===== src/rtl/q_ram_loader.sv =====
// Write sequencer for the complex matrix RAM: streams M1 then M2 row-major into four banks, one cycle accept-to-strobe.
// Backpressure: in_ready is high only while a load is active, so the source simply stalls outside a load.
`ifndef WORD_LEN
`define WORD_LEN 16
`endif
`ifndef MATRIX_DIM
`define MATRIX_DIM 4
`endif
`ifndef ADDR_BITS
`define ADDR_BITS 4
`endif

module q_ram_loader #(
  parameter int WORD_LEN   = `WORD_LEN,
  parameter int MATRIX_DIM = `MATRIX_DIM,
  parameter int ADDR_BITS  = `ADDR_BITS
) (
  input  logic                 clk,
  input  logic                 rst_n,
  input  logic                 start,
  input  logic                 in_valid,
  output logic                 in_ready,
  input  logic [WORD_LEN-1:0]  in_real,
  input  logic [WORD_LEN-1:0]  in_imag,
  input  logic                 in_last,
  output logic [3:0]           we,
  output logic [ADDR_BITS-1:0] Dir_M1,
  output logic [ADDR_BITS-1:0] Dir_M2,
  output logic [WORD_LEN-1:0]  data_m1_real,
  output logic [WORD_LEN-1:0]  data_m1_imag,
  output logic [WORD_LEN-1:0]  data_m2_real,
  output logic [WORD_LEN-1:0]  data_m2_imag,
  output logic                 busy,
  output logic                 done,
  output logic                 err
);

  localparam int ELEMS = MATRIX_DIM * MATRIX_DIM;
  localparam logic [ADDR_BITS-1:0] LAST_IDX = ADDR_BITS'(ELEMS - 1);
  localparam logic [3:0] WE_M1 = 4'b0101;
  localparam logic [3:0] WE_M2 = 4'b1010;

  typedef enum logic [1:0] {
    IDLE    = 2'd0,
    LOAD_M1 = 2'd1,
    LOAD_M2 = 2'd2
  } state_t;

  state_t               state, state_nxt;
  logic [ADDR_BITS-1:0] cnt, cnt_nxt;
  logic                 ready_nxt, busy_nxt, done_nxt, err_nxt;
  logic [3:0]           we_nxt;
  logic [ADDR_BITS-1:0] dir_m1_nxt, dir_m2_nxt;
  logic [WORD_LEN-1:0]  m1_real_nxt, m1_imag_nxt, m2_real_nxt, m2_imag_nxt;
  logic                 accept;
  logic                 last_elem;
  logic                 finish;

  assign accept    = in_valid && in_ready;
  assign last_elem = (cnt == LAST_IDX);

  always_comb begin
    state_nxt   = state;
    cnt_nxt     = cnt;
    ready_nxt   = in_ready;
    busy_nxt    = busy;
    done_nxt    = 1'b0;
    err_nxt     = err;
    we_nxt      = 4'b0000;
    dir_m1_nxt  = Dir_M1;
    dir_m2_nxt  = Dir_M2;
    m1_real_nxt = data_m1_real;
    m1_imag_nxt = data_m1_imag;
    m2_real_nxt = data_m2_real;
    m2_imag_nxt = data_m2_imag;
    finish      = 1'b0;

    case (state)
      IDLE: begin
        if (start) begin
          state_nxt = LOAD_M1;
          cnt_nxt   = '0;
          err_nxt   = 1'b0;
          ready_nxt = 1'b1;
          busy_nxt  = 1'b1;
        end
      end
      LOAD_M1: begin
        if (accept) begin
          we_nxt      = WE_M1;
          dir_m1_nxt  = cnt;
          m1_real_nxt = in_real;
          m1_imag_nxt = in_imag;
          // Any in_last inside M1 is premature: abort the load after this write.
          if (in_last) begin
            err_nxt = 1'b1;
            finish  = 1'b1;
          end else if (last_elem) begin
            cnt_nxt   = '0;
            state_nxt = LOAD_M2;
          end else begin
            cnt_nxt = cnt + 1'b1;
          end
        end
      end
      LOAD_M2: begin
        if (accept) begin
          we_nxt      = WE_M2;
          dir_m2_nxt  = cnt;
          m2_real_nxt = in_real;
          m2_imag_nxt = in_imag;
          if (in_last || last_elem) begin
            // Framing is good only when in_last coincides with the final element.
            if (in_last != last_elem) begin
              err_nxt = 1'b1;
            end
            finish = 1'b1;
          end else begin
            cnt_nxt = cnt + 1'b1;
          end
        end
      end
      default: begin
        state_nxt = IDLE;
        ready_nxt = 1'b0;
        busy_nxt  = 1'b0;
      end
    endcase

    if (finish) begin
      state_nxt = IDLE;
      cnt_nxt   = '0;
      done_nxt  = 1'b1;
      ready_nxt = 1'b0;
      busy_nxt  = 1'b0;
    end
  end

  always_ff @(posedge clk or negedge rst_n) begin
    if (!rst_n) begin
      state        <= IDLE;
      cnt          <= '0;
      in_ready     <= 1'b0;
      busy         <= 1'b0;
      done         <= 1'b0;
      err          <= 1'b0;
      we           <= 4'b0000;
      Dir_M1       <= '0;
      Dir_M2       <= '0;
      data_m1_real <= '0;
      data_m1_imag <= '0;
      data_m2_real <= '0;
      data_m2_imag <= '0;
    end else begin
      state        <= state_nxt;
      cnt          <= cnt_nxt;
      in_ready     <= ready_nxt;
      busy         <= busy_nxt;
      done         <= done_nxt;
      err          <= err_nxt;
      we           <= we_nxt;
      Dir_M1       <= dir_m1_nxt;
      Dir_M2       <= dir_m2_nxt;
      data_m1_real <= m1_real_nxt;
      data_m1_imag <= m1_imag_nxt;
      data_m2_real <= m2_real_nxt;
      data_m2_imag <= m2_imag_nxt;
    end
  end

endmodule


===== config.mk =====
export PLATFORM = sky130hd
export DESIGN_NAME = q_ram_loader
export DESIGN_NICKNAME = d
export VERILOG_FILES = /design/src/rtl/q_ram_loader.sv
export SDC_FILE = /design/constraint.sdc
export NUM_CORES = 1
export LEC_CHECK = 0
export CAP_MARGIN = 20
export CORE_ASPECT_RATIO = 0.9
export CORE_MARGIN = 3
export CORE_UTILIZATION = 35
export CTS_CLUSTER_DIAMETER = 200
export CTS_CLUSTER_SIZE = 14
export DETAILED_ROUTE_END_ITERATION = 12
export PLACE_DENSITY = 0.74
export SLEW_MARGIN = 10
export SYNTH_ARGS = -nofsm -noshare
export SYNTH_HDL_FRONTEND = slang
export SYNTH_SLANG_ARGS = --single-unit

===== constraint.sdc =====
create_clock -name clk -period 2.6 [get_ports clk]
set_clock_uncertainty 0.15 [all_clocks]
set_input_delay 0.52 -clock clk [delete_from_list [all_inputs] [get_ports clk]]
set_output_delay 0.52 -clock clk [all_outputs]
set_load 0.1 [all_outputs]

# Word-level counts from Yosys, hierarchy flattened
# Cells that the tools add are included.
[totals]
reg_bits = 85
in_bits = 37
output_inout_bits = 80
elab_cells = 76
[classes]
addsub = 1
n_eq_ne = 18
n_mux = 33
n_reduce_logical = 12
[op_table]
columns = ["cell", "count"]
rows = [
  ["2-to-1 mux 4 bit", 8],
  ["inequality test 3 bit (second input constant)", 6],
  ["inequality test 2 bit (second input constant)", 7],
  ["2-to-1 mux 1 bit", 13],
  ["case mux 4 bit (3 select lines)", 1],
  ["2-to-1 mux 2 bit", 5],
  ["case mux 4 bit (2 select lines)", 1],
  ["AND reduction 7 bit", 1],
  ["case mux 2 bit (3 select lines)", 1],
  ["AND reduction 2 bit", 3],
  ["AND reduction 6 bit", 1],
  ["AND reduction 5 bit", 1],
  ["adder 4 x 1 -> 4 bit (second input constant)", 1],
  ["== test 4 bit (second input constant)", 1],
  ["case mux 1 bit (2 select lines)", 2],
  ["nonzero test 4 bit", 1],
  ["2-to-1 mux 3 bit", 1],
  ["case mux 1 bit (3 select lines)", 1],
  ["nonzero test 3 bit", 1],
  ["== test 2 x 1 -> 1 bit (second input constant)", 1],
  ["== test 2 bit (second input constant)", 1],
  ["zero test 2 bit", 1],
  ["inequality test 2 x 1 -> 1 bit (second input constant)", 1],
  ["OR reduction 2 bit", 1],
  ["other kinds (3)", 3],
]

# Logic depth before layout (Yosys ltp)
# Gate-level depths: netlist of run 1.
[depth]
word_depth = 7
ltp_mapped = 8
depth_no_buf = 8

# Least setup slack after synthesis of run 1
# No wires, ideal clock.
[synth_path]
path_type = "register to register"
from = "register, netlist name busy"
to = "register err"
setup_ps = 125
t_arrival_ps = 2210
t_required_ps = 2325
setup_slack_ps = 115
path_stages_with_launch = 6
n_path_buf = 0
synth_period_minus_slack_ps = 2485
cell_sequence = "dfrtp_1 > nand2_2 > a21oi_1 > a31oi_1 > a2111oi_0 > mux2_2"
[synth_rtl]
columns = ["element", "line", "rtl"]
rows = [
  ["end signal: assignment", "160", "err <= err_nxt;"],
  ["end: declaration", "35", "output logic err"],
]

# Worst setup path after layout of run 1
[layout_path]
from = "register cnt[0]"
to = "register cnt[3]"
[layout_between]
elab_chain_len = 7
word_cells_on_any_way = 20
classes_between = "1 x add/sub; 6 x eq/ne; 10 x mux; 3 x reduce/logical"
[layout_rtl]
columns = ["element", "line", "rtl"]
rows = [
  ["start: declaration", "50", "logic [ADDR_BITS-1:0] cnt, cnt_nxt;"],
  ["start signal: assignment", "156", "cnt <= cnt_nxt;"],
  ["parallel branches: the longest is 7 deep, another holds adder 4 x 1 -> 4 bit", "--", ""],
]
# Several ways; the timed one is not identified. The select of a mux whose other input is x is not followed.
# A chain may end at the register's enable or synchronous reset.

==> impl_metrics.py, run 1 <==
metrics = {
    "yosys": {
        "yosys_warnings": 0,
        "ys_ff_latch": 83,
        "yosysMostFrequentCell": "dfrtp_1",
        "synth_nets": 267,
        "syn_area_mm2": 0.003358,
        "synth-edff-count": 0,
        "synth_top_area_share_pct": 61.85,
        "yosys-top-cells-area": "dfrtp_1, mux2_2, ha_1, nor2_1, buf_2",
        "ys.flop_type": "dfrtp_1",
        "yosys.area.top_type": "dfrtp_1",
        "syn_avg_cell_area_um2": 14.99,
        "ys_top_cells_by_count": "dfrtp_1, mux2_2, nor2_1",
        "ys_seq_area_share_pct": 61.85,
        "synthArstFlopShare_pct": 100.0,
        "synth_cell_type_count": 32,
        "synth_cells": 224,
    },
    "drt": {
        "routed_wl_um": 6989,
        "wl_per_cell_um": 14.65,
        "routed_via_density": 4.688,
        "drt_iter0_markers": 50,
        "drc": 0,
        "firstDrtPassIters": 4,
        "antenna_left": 0,
        "num_vias": 2236,
    },
    "sta": {
        "max_freq_ghz": 0.4123,
        "finalMaxSlewViolations": 0,
        "setup_viol": 0,
        "rsz0062_at_grt": "no",
        "setup_ws_ns": 0.1748,
        "tightestPinTransition_ns": 0.5254,
        "hold_violations": 0,
        "period_share_pct": 93.28,
        "period_needed_ns": 2.425,
        "slew_headroom_pct": 64.97,
    },
    "hold_path": {
        "hold_path.class": "reg -> reg",
    },
    "placement": {
        "pre_cts_ws_ns": -0.01700,
        "placed_cells": 460,
        "hpwl_um": 5093,
        "gp_congestion": 0.8342,
        "post_dp_cell_area_mm2": 0.004493,
        "port_buffers": 116,
    },
    "status": {
        "status": "complete, no violations",
    },
    "layout": {
        "multi_input_area_mm2": 0.001206,
        "fin_nets": 393,
        "seq_area_mm2": 0.002077,
        "design_area_mm2": 0.004696,
        "finalNonFillerCells": 477,
        "syn2layout_area_growth_pct": 39.83,
        "diodes": 0,
        "finish.utilization_pct": 51.00,
        "drive_gt1_share_pct": 52.96,
        "fillers": 803,
    },
    "cts": {
        "cts_tree": "built",
        "htree_levels": 3,
        "hold_buffers": 1,
        "cts.sinks": 83,
        "cts_buffers": 9,
        "path_clk_slew_ns": 0.08,
        "root_buffer": "clkbuf_8",
        "cts_setup_buffers": 0,
        "cts.repair.resized": 0,
        "cts_buffer_depth": 2,
        "insertion_delay_ns": 0.34,
    },
    "setup_path": {
        "cp_top_family": "simple AND/OR/NAND/NOR gates",
        "slowest_stage": "dfrtp_1",
        "crit_fanout": 6,
        "path_buf_inv": 0,
        "crit_path_end_kind": "flip-flop",
        "worstSetupStartpointType": "flip-flop",
        "required_ns": 2.70,
        "cp.arrival_ns": 2.52,
        "slowest_delay_ns": 0.44,
        "crit_type": "reg -> reg",
        "path_cells": "ha_1 -> nand3_1 -> ha_1 -> nand2b_1 -> a21oi_1 -> or3_1 -> or2_4 -> o31ai_2",
        "cpMostUsedCell": "ha_1",
    },
    "floorplan": {
        "core-area_mm2": 0.009208,
        "num_rows": 33,
        "initial_core_util_pct": 36.47,
        "boundaryPins": 117,
        "fp.dieH_um": 98.93,
        "die_area_mm2": 0.01081,
        "die_x_um": 109.3,
    },
    "global_route": {
        "grt_max_degree": 44,
        "grt_pass1_wl_um": 11690,
        "grtUsageTotal_pct": 13.65,
        "overflow": 0,
        "grt_antenna_before_repair": 0,
        "first_global_vias": 2464,
    },
    "job": {
        "drv_cap": 0,
    },
}
-- worst paths after layout --
check	start	to	slack (ns)	cells after the start
worst max-delay path	cnt[0]	cnt[3]	0.17	8
worst min register to register	data_m1_imag[1]	data_m1_imag[1]	0.36	1
max in group asynchronous	rst_n	data_m2_real[3]	1.15	3
min in group asynchronous	rst_n	state[0]	0.54	2
worst min-delay path	data_m1_imag[1]	data_m1_imag[1]	0.36	1
worst max register to register	cnt[0]	cnt[3]	0.17	8
-- final cells by class --
cell class,count,share of cell area [%]
Clock buffer,10,2.718
Multi-Input combinational cell,125,25.69
Inverter,5,0.3997
Sequential cell,83,44.23
Clock inverter,6,1.386
Timing Repair Buffer,126,22.33
Tap cell,122,3.251
-- layout by cell type, fill, tap and decap left out, drive strengths merged --
cell type | Yosys | final
buf | 9 | 90
dfrtp | 83 | 83
mux2 | 74 | 74
clkdlybuf4s50 | 0 | 35
clkbuf | 2 | 10
nor2 | 7 | 7
nand2 | 7 | 7
ha | 6 | 6
inv | 5 | 6
o21ai | 6 | 6
a21oi | 4 | 4
nand3 | 4 | 4
nand2b | 3 | 3
clkinv | 0 | 3
or2 | 2 | 2
a211oi | 1 | 1
a21boi | 1 | 1
a221oi | 1 | 1
nand4b | 1 | 1
nor4b | 1 | 1
or3 | 1 | 1
and2 | 1 | 1
a22o | 1 | 1
a2bb2oi | 1 | 1
o31ai | 1 | 1
a31oi | 1 | 1
a2111oi | 1 | 1
clkinvlp | 0 | 1
bufinv | 0 | 1
dlygate4sd3 | 0 | 1
-- layer usage --
layer / vias to the layer above / global-route usage, % / wire length (µm)
li1: 1037 / - / -
met1: 1122 / 15.96 / 2868
met2: 68 / 23.32 / 3576
met3: 9 / 4.781 / 469
met4: 0 / 4.506 / 75
met5: - / 0 / 0
-- cell families (layout without fill, tap and decap cells) --
logic type	after synthesis	after routing	synth area share, %
and+or+nand+nor	27	27	4.360
muxes	74	74	24.81
buffers and inverters	16	147	2.533
AOI/OAI and AO/OA	18	18	4.210
DFF	83	83	61.85
adders and majority gates	6	6	2.235
-- registers in the layout (all words and copies together) (netlist names), 2 cells and up --
signal,flops
data_m1_real,16
we,2
Dir_M2,4
Dir_M1,4
data_m1_imag,16
data_m2_imag,16
state,2
data_m2_real,16
cnt,4
-- through the flow --
step / hold slack [ns] / setup TNS (ns)
4_1_cts: 0.3644 / 0
3_5_place_dp: 0.3450 / -0.01700
5_1_grt: 0.3749 / 0
2_1_floorplan: 0.07441 / 0
3_3_place_gp: 0.3392 / 0
6_report: 0.3610 / 0
Power of run 1 is left out: the tool's default activity adds up to more than one toggle a clock period on the data nets, which glitch-free logic cannot reach.
==> run 2: changes to the inputs <==
- CORE_UTILIZATION: 35 -> 44
- PLACE_DENSITY: 0.74 -> 0.87
==> run 2 against run 1 <==
Against the previous run:
- hold slack got worse by 0.35 ns
- via count increased by 0.49%
- non-clock buffer count unchanged
- first-iteration DRC count decreased by 12%
- sequential share of layout area increased by 0.059 points
- clock-buffer cell count increased by 1
- highest routed layer unchanged
==> impl_metrics.py, run 2 (synthesis results as in run 1) <==
metrics = {
    "cts": {
        "cts.sinks": 83,
        "hold_buffers": 0,
        "path_clk_slew_ns": 0.08,
        "cts_buffer_depth": 2,
        "htree_levels": 3,
        "insertion_delay_ns": 0.34,
        "cts.repair.resized": 0,
        "cts_tree": "built",
        "cts_setup_buffers": 0,
        "cts_buffers": 9,
        "root_buffer": "clkbuf_8",
    },
    "drt": {
        "antenna_left": 0,
        "topRoutingLayerUsed": "met4",
        "wl_per_cell_um": 16.21,
        "wl_met3_um": 558,
        "wl_met1_um": 2905,
        "routed_wl_um": 7244,
        "drt_iter0_markers": 44,
        "num_vias": 2247,
        "firstDrtPassIters": 4,
        "routed_via_density": 5.027,
        "met2_length_um": 3677,
        "drc": 0,
    },
    "placement": {
        "post_dp_cell_area_mm2": 0.004464,
        "port_buffers": 116,
        "hpwl_um": 5261,
        "gp_congestion": 0.8222,
        "placed_cells": 432,
    },
    "layout": {
        "drive_gt1_share_pct": 53.39,
        "diodes": 0,
        "final_cell_mix": "buf_4, dfrtp_1, mux2_2",
        "syn2layout_area_growth_pct": 39.64,
        "fin_nets": 393,
        "layout_commonest_cell": "buf_4",
        "finalNonFillerCells": 447,
        "design_area_mm2": 0.004690,
    },
    "setup_path": {
        "r2r-end": "cnt[3]",
        "crit_type": "reg -> reg",
        "cp.arrival_ns": 2.50,
        "path_cells": "ha_1 -> nand3_1 -> ha_1 -> nand2b_1 -> a21oi_1 -> or3_1 -> or2_4 -> o31ai_2",
        "crit_path_end_kind": "flip-flop",
        "reg2reg_from": "cnt[0]",
        "crit_path_end": "cnt[3]",
        "reg2reg_depth": 8,
        "slowest_delay_ns": 0.44,
        "slowest_stage": "dfrtp_1",
        "required_ns": 2.69,
        "worstSetupStartpointType": "flip-flop",
        "crit_fanout": 6,
        "startpoint": "cnt[0]",
        "reg2reg_slack_ns": 0.20,
        "cpMostUsedCell": "ha_1",
    },
    "sta": {
        "max_freq_ghz": 0.4163,
        "finalMaxSlewViolations": 0,
        "setup_viol": 0,
        "period_needed_ns": 2.402,
        "rsz0062_at_grt": "no",
        "hold_violations": 0,
        "period_share_pct": 92.38,
        "setup_tns_ns": 0,
        "slew_headroom_pct": 64.33,
        "tightestPinTransition_ns": 0.5350,
    },
    "status": {
        "status": "complete, no violations",
    },
    "job": {
        "drv_cap": 0,
    },
    "floorplan": {
        "initial_core_util_pct": 46.51,
        "boundaryPins": 117,
        "core-area_mm2": 0.007221,
        "num_rows": 29,
        "die_area_mm2": 0.008718,
        "fp.dieH_um": 88.88,
        "die_x_um": 98.09,
    },
    "hold_path": {
        "hold_path.class": "in -> async",
    },
    "global_route": {
        "grtUsageTotal_pct": 17.01,
        "first_global_vias": 2414,
        "grt_max_degree": 44,
        "grt_antenna_before_repair": 0,
        "grt_pass1_wl_um": 11680,
        "overflow": 0,
    },
}
[run 2: cell type report]
class	count	area, µm²
tap	93	116.4
clock inverter	4	73.82
timing repair buffer	126	1046
inverter	5	18.77
clock buffer	11	151.4
fill	547	2531
sequential	83	2077
multi-input combinational	125	1206
[run 2: worst min path at each step]
stage,startpoint,end,slack (ns),depth (start not counted)
6_report,rst_n,err,0.009,1
5_1_grt,rst_n,data_m2_imag[5],0.03,1
4_1_cts,rst_n,err,0.01,1
3_5_place_dp,data_m2_real[2],data_m2_real[2],0.34,1
3_3_place_gp,data_m1_real[15],data_m1_real[15],0.34,1
2_1_floorplan,rst_n,Dir_M1[0],0.07,0
[run 2: worst max-delay path, delay by kind of cell (launching register included)]
family | cells | cell delay [ns]
flops | 1 | 0.44
compound gates | 2 | 0.33
fa+ha+maj | 2 | 0.46
simple gates | 4 | 0.94
[run 2: per-stage QoR]
| stage | util, % | hold slack [ns] | setup slack [ns] |
|---|---|---|---|
| after floorplan | - | 0.07441 | 0.1148 |
| after global placement | 61.83 | 0.3375 | 0.05336 |
| after detailed placement | 61.83 | 0.3441 | 0.04402 |
| after CTS | 64.95 | 0.01171 | 0.1924 |
| after global routing | 64.95 | 0.03418 | 0.09976 |
| final | 64.95 | 0.009254 | 0.1980 |
[run 2: per-layer routing]
metal	track usage, %	vias up
li1	-	1031
met1	19.78	1131
met2	29.36	72
met3	6.462	13
met4	5.786	0
met5	0	-
Power of run 2 is left out for the same reason.
==> run 3: changes to the inputs <==
- CORE_ASPECT_RATIO: 0.9 -> 0.7
==> run 3 against run 2 <==
Against the previous run:
- via count grew 2.3%
- sequential share of layout area increased by 0.42 points
- clock-buffer cell count unchanged
- cell count increased by 0.67%
- non-clock buffer count up 1
- wire length is 3.1% higher
- register-to-register slack worse by 0.05 ns
- fmax fell by 2.2%
- critical path depth unchanged
- hold slack improved by 0.35 ns
- cell area fell by 0.93%
==> impl_metrics.py, run 3 (synthesis results as in run 1) <==
metrics = {
    "global_route": {
        "grt_pass1_wl_um": 12360,
        "overflow": 0,
        "grt_antenna_before_repair": 0,
        "first_global_vias": 2513,
        "grt_max_degree": 48,
        "grtUsageTotal_pct": 17.97,
    },
    "cts": {
        "path_clk_slew_ns": 0.08,
        "cts.repair.resized": 0,
        "root_buffer": "clkbuf_8",
        "cts_buffer_depth": 2,
        "htree_levels": 3,
        "hold_buffers": 1,
        "insertion_delay_ns": 0.34,
        "cts.sinks": 83,
        "cts_setup_buffers": 0,
        "cts_tree": "built",
        "cts_buffers": 9,
    },
    "floorplan": {
        "num_rows": 25,
        "fp.dieH_um": 79.10,
        "die_x_um": 110.4,
        "die_area_mm2": 0.008734,
        "core-area_mm2": 0.007069,
        "initial_core_util_pct": 47.50,
        "boundaryPins": 117,
    },
    "sta": {
        "setup_viol": 0,
        "tightestPinTransition_ns": 0.4644,
        "hold_violations": 0,
        "max_freq_ghz": 0.4070,
        "period_share_pct": 94.50,
        "rsz0062_at_grt": "no",
        "fin_hold_ws_ns": 0.3597,
        "slew_headroom_pct": 69.04,
        "finalMaxSlewViolations": 0,
        "period_needed_ns": 2.457,
    },
    "hold_path": {
        "hold_path.class": "reg -> reg",
        "hold_depth": 1,
    },
    "setup_path": {
        "cp.arrival_ns": 2.56,
        "reg2reg_depth": 8,
        "path_cells": "ha_1 -> nand3_1 -> ha_1 -> nand2b_1 -> a21oi_1 -> or3_1 -> or2_4 -> o31ai_2",
        "cpMostUsedCell": "ha_1",
        "crit_fanout": 6,
        "cp.depth": 8,
        "crit_path_end_kind": "flip-flop",
        "required_ns": 2.70,
        "path_buf_inv": 0,
        "slowest_delay_ns": 0.45,
        "worstSetupStartpointType": "flip-flop",
        "slowest_stage": "dfrtp_1",
        "crit_type": "reg -> reg",
        "cp_top_family": "simple AND/OR/NAND/NOR gates",
    },
    "placement": {
        "gp_congestion": 0.8881,
        "post_dp_cell_area_mm2": 0.004466,
        "port_buffers": 116,
        "hpwl_um": 5507,
    },
    "drt": {
        "antenna_left": 0,
        "drt_iter0_markers": 61,
        "firstDrtPassIters": 4,
        "routed_wl_um": 7471,
        "wl_per_cell_um": 16.60,
        "drc": 0,
        "routed_via_density": 5.107,
        "num_vias": 2298,
    },
    "layout": {
        "fin_nets": 394,
        "drive_gt1_share_pct": 52.81,
        "design_area_mm2": 0.004646,
        "layout_commonest_cell": "buf_4",
        "diodes": 0,
        "finish.utilization_pct": 65.72,
        "final_cell_mix": "buf_4, dfrtp_1, mux2_2",
        "syn2layout_area_growth_pct": 38.34,
    },
    "job": {
        "drv_cap": 0,
    },
    "status": {
        "status": "complete, no violations",
    },
}
==> run 3: cell count changes in the layout (fill, tap and decap cells not counted), sizes merged <==
cell         delta
clkinvlp        +4
inv             +1
dlygate4sd3     +1
clkinv          -2
bufinv          -2
==> run 3: final timing paths <==
check / start / to / slack, ns
worst min register to register: data_m1_imag[2] / data_m1_imag[2] / 0.36
worst min-delay path: data_m1_imag[2] / data_m1_imag[2] / 0.36
worst max register to register: cnt[0] / cnt[3] / 0.14
max in group asynchronous: rst_n / data_m1_imag[9] / 1.17
min in group asynchronous: rst_n / Dir_M2[3] / 0.52
worst max-delay path: cnt[0] / cnt[3] / 0.14
==> run 3: layout make-up <==
type / instances / area, µm²
tap: 94 / 117.6
clock inverter: 5 / 38.79
timing repair buffer: 127 / 1056
sequential: 83 / 2077
multi-input combinational: 125 / 1206
inverter: 5 / 18.77
fill: 558 / 2424
clock buffer: 11 / 131.4
==> run 3: per-layer routing <==
metal  up-vias  routed length, µm  global-route usage (%)
met5         -                  0                       0
met4         0                 91                   6.150
met3        12                729                   8.682
met2        94               3823                   31.72
met1      1146               2826                   19.01
li1       1046                  -                       -
==> run 3: metrics by stage <==
| step | std cells | TNS, ns | setup WS, ns |
|---|---|---|---|
| after floorplan | 224 | 0 | 0.1148 |
| after global placement | 433 | 0 | 0.08827 |
| after detailed placement | 433 | -0.04373 | -0.04373 |
| after CTS | 450 | 0 | 0.1645 |
| after global routing | 450 | 0 | 0.005979 |
| final | 450 | 0 | 0.1431 |
Power of run 3 is left out for the same reason.
==> RTL edit: new RTL, settings of run 3 <==
`data_m2_real` no longer has a reset.
--- a/src/rtl/q_ram_loader.sv
+++ b/src/rtl/q_ram_loader.sv
@@ -149,7 +149,6 @@
       Dir_M2       <= '0;
       data_m1_real <= '0;
       data_m1_imag <= '0;
-      data_m2_real <= '0;
       data_m2_imag <= '0;
     end else begin
       state        <= state_nxt;
@@ -163,10 +162,13 @@
       Dir_M2       <= dir_m2_nxt;
       data_m1_real <= m1_real_nxt;
       data_m1_imag <= m1_imag_nxt;
-      data_m2_real <= m2_real_nxt;
       data_m2_imag <= m2_imag_nxt;
     end
   end
 
+  always_ff @(posedge clk) begin
+    data_m2_real <= m2_real_nxt;
+  end
+
 endmodule
 
Behaviour: same outputs for any inputs over 10 cycles, from zero or initial values and one cycle with rst_n low; that may be too few to reach the edited logic, so the function may still have changed.
==> RTL edit against run 3 <==
The flow now finishes with violations (negative hold slack); sequential cell count is the same; design area shrank 2.1%; cell count is 3.6% lower; area after synthesis shrank 3.9%; fmax rose by 1.9%; worst setup slack improved by 47 ps; wire length shrank 6.4%; utilization down 0.20 points; global-route usage down 0.68 points; critical path type unchanged; critical endpoint unchanged; largest cell class unchanged.
Power is not shown: default switching activity piles up to over one toggle a cycle in this logic, so the estimate is an artifact.
==> RTL edit: results (changes against run 3) <==
Placement
  – Placed cell count: 418 (was 433)
  – Placer congestion estimate: 0.825 (was 0.888)

GRT
  – Met2 Usage GRT: 0.274 (was 0.317)
  – Global-route wire length before repair: 11.1 mm (was 12.4 mm)
  – Total global-route track usage: 0.173 (was 0.180)
  – GR Util met3: 0.0790 (was 0.0868)

Final layout
  – Fillers: 540 (was 558)
  – Multi-input gates: 110 (was 125)
  – Multi-input logic area: 1000 µm² (was 1210 µm²)
  – Final-layout non-clock buffer area share: 0.229 (was 0.227)
  – Register area: 2160 µm² (was 2080 µm²)

Routing
  – DR iter-0 viols: 102 (was 61)
  – Met3 Wirelength: 772 µm (was 729 µm)
  – DR WL met2: 3.24 mm (was 3.82 mm)
  – M1 wire length: 2.88 mm (was 2.83 mm)
  – Post-Route WL: 6.99 mm (was 7.47 mm)

Synth
  – Sequential-to-total area share from yosys stat: 0.668 (was 0.618)
  – Library cells used by synthesis: 31 (was 32)
  – Ys async rst share: 0.807 (was 1.00)
  – Post-synthesis cell count: 209 (was 224)
  – Post-synth EDFFs: 16 (was 0)

Outcome
  – Failing checks: negative hold slack
  – Status: finished with violations (was complete, no violations)

Timing
  – Hold slack: -3.80 ps (was 360 ps)
  – Hold Vio Cnt, Final: 1 (was 0)

Worst hold path
  – Min-Delay Path Class: primary input to asynchronous set/reset pin (was flip-flop to flip-flop)
-- RTL edit: changes by cell type in the layout (fill, tap and decap cells not counted), moves of 2 or more --
cell | run 3 | this run
buf_4 | 90 | 86
clkbuf_1 | 2 | 0
dfrtp_1 | 83 | 67
edfxtp_1 | 0 | 16
inv_1 | 5 | 7
mux2_2 | 74 | 58
nand2_1 | 6 | 9
-- RTL edit: logic make-up (layout without fill, tap and decap cells) --
| group | after synthesis | count (layout) | share of synthesized area |
|---|---|---|---|
| DFF | 83 | 83 | 0.668 |
| muxes | 58 | 58 | 0.202 |
| and+or+nand+nor | 28 | 28 | 0.0407 |
| AOI/OAI and AO/OA | 18 | 18 | 0.0427 |
| buffers and inverters | 16 | 147 | 0.0225 |
| adders and majority gates | 6 | 6 | 0.0233 |
-- RTL edit: through the flow --
stage	area, µm²	hold WS (ps)
2_1_floorplan	3230	74.4
3_3_place_gp	4340	340
3_5_place_dp	4340	346
4_1_cts	4550	21.3
5_1_grt	4550	11.7
6_report	4550	-3.80
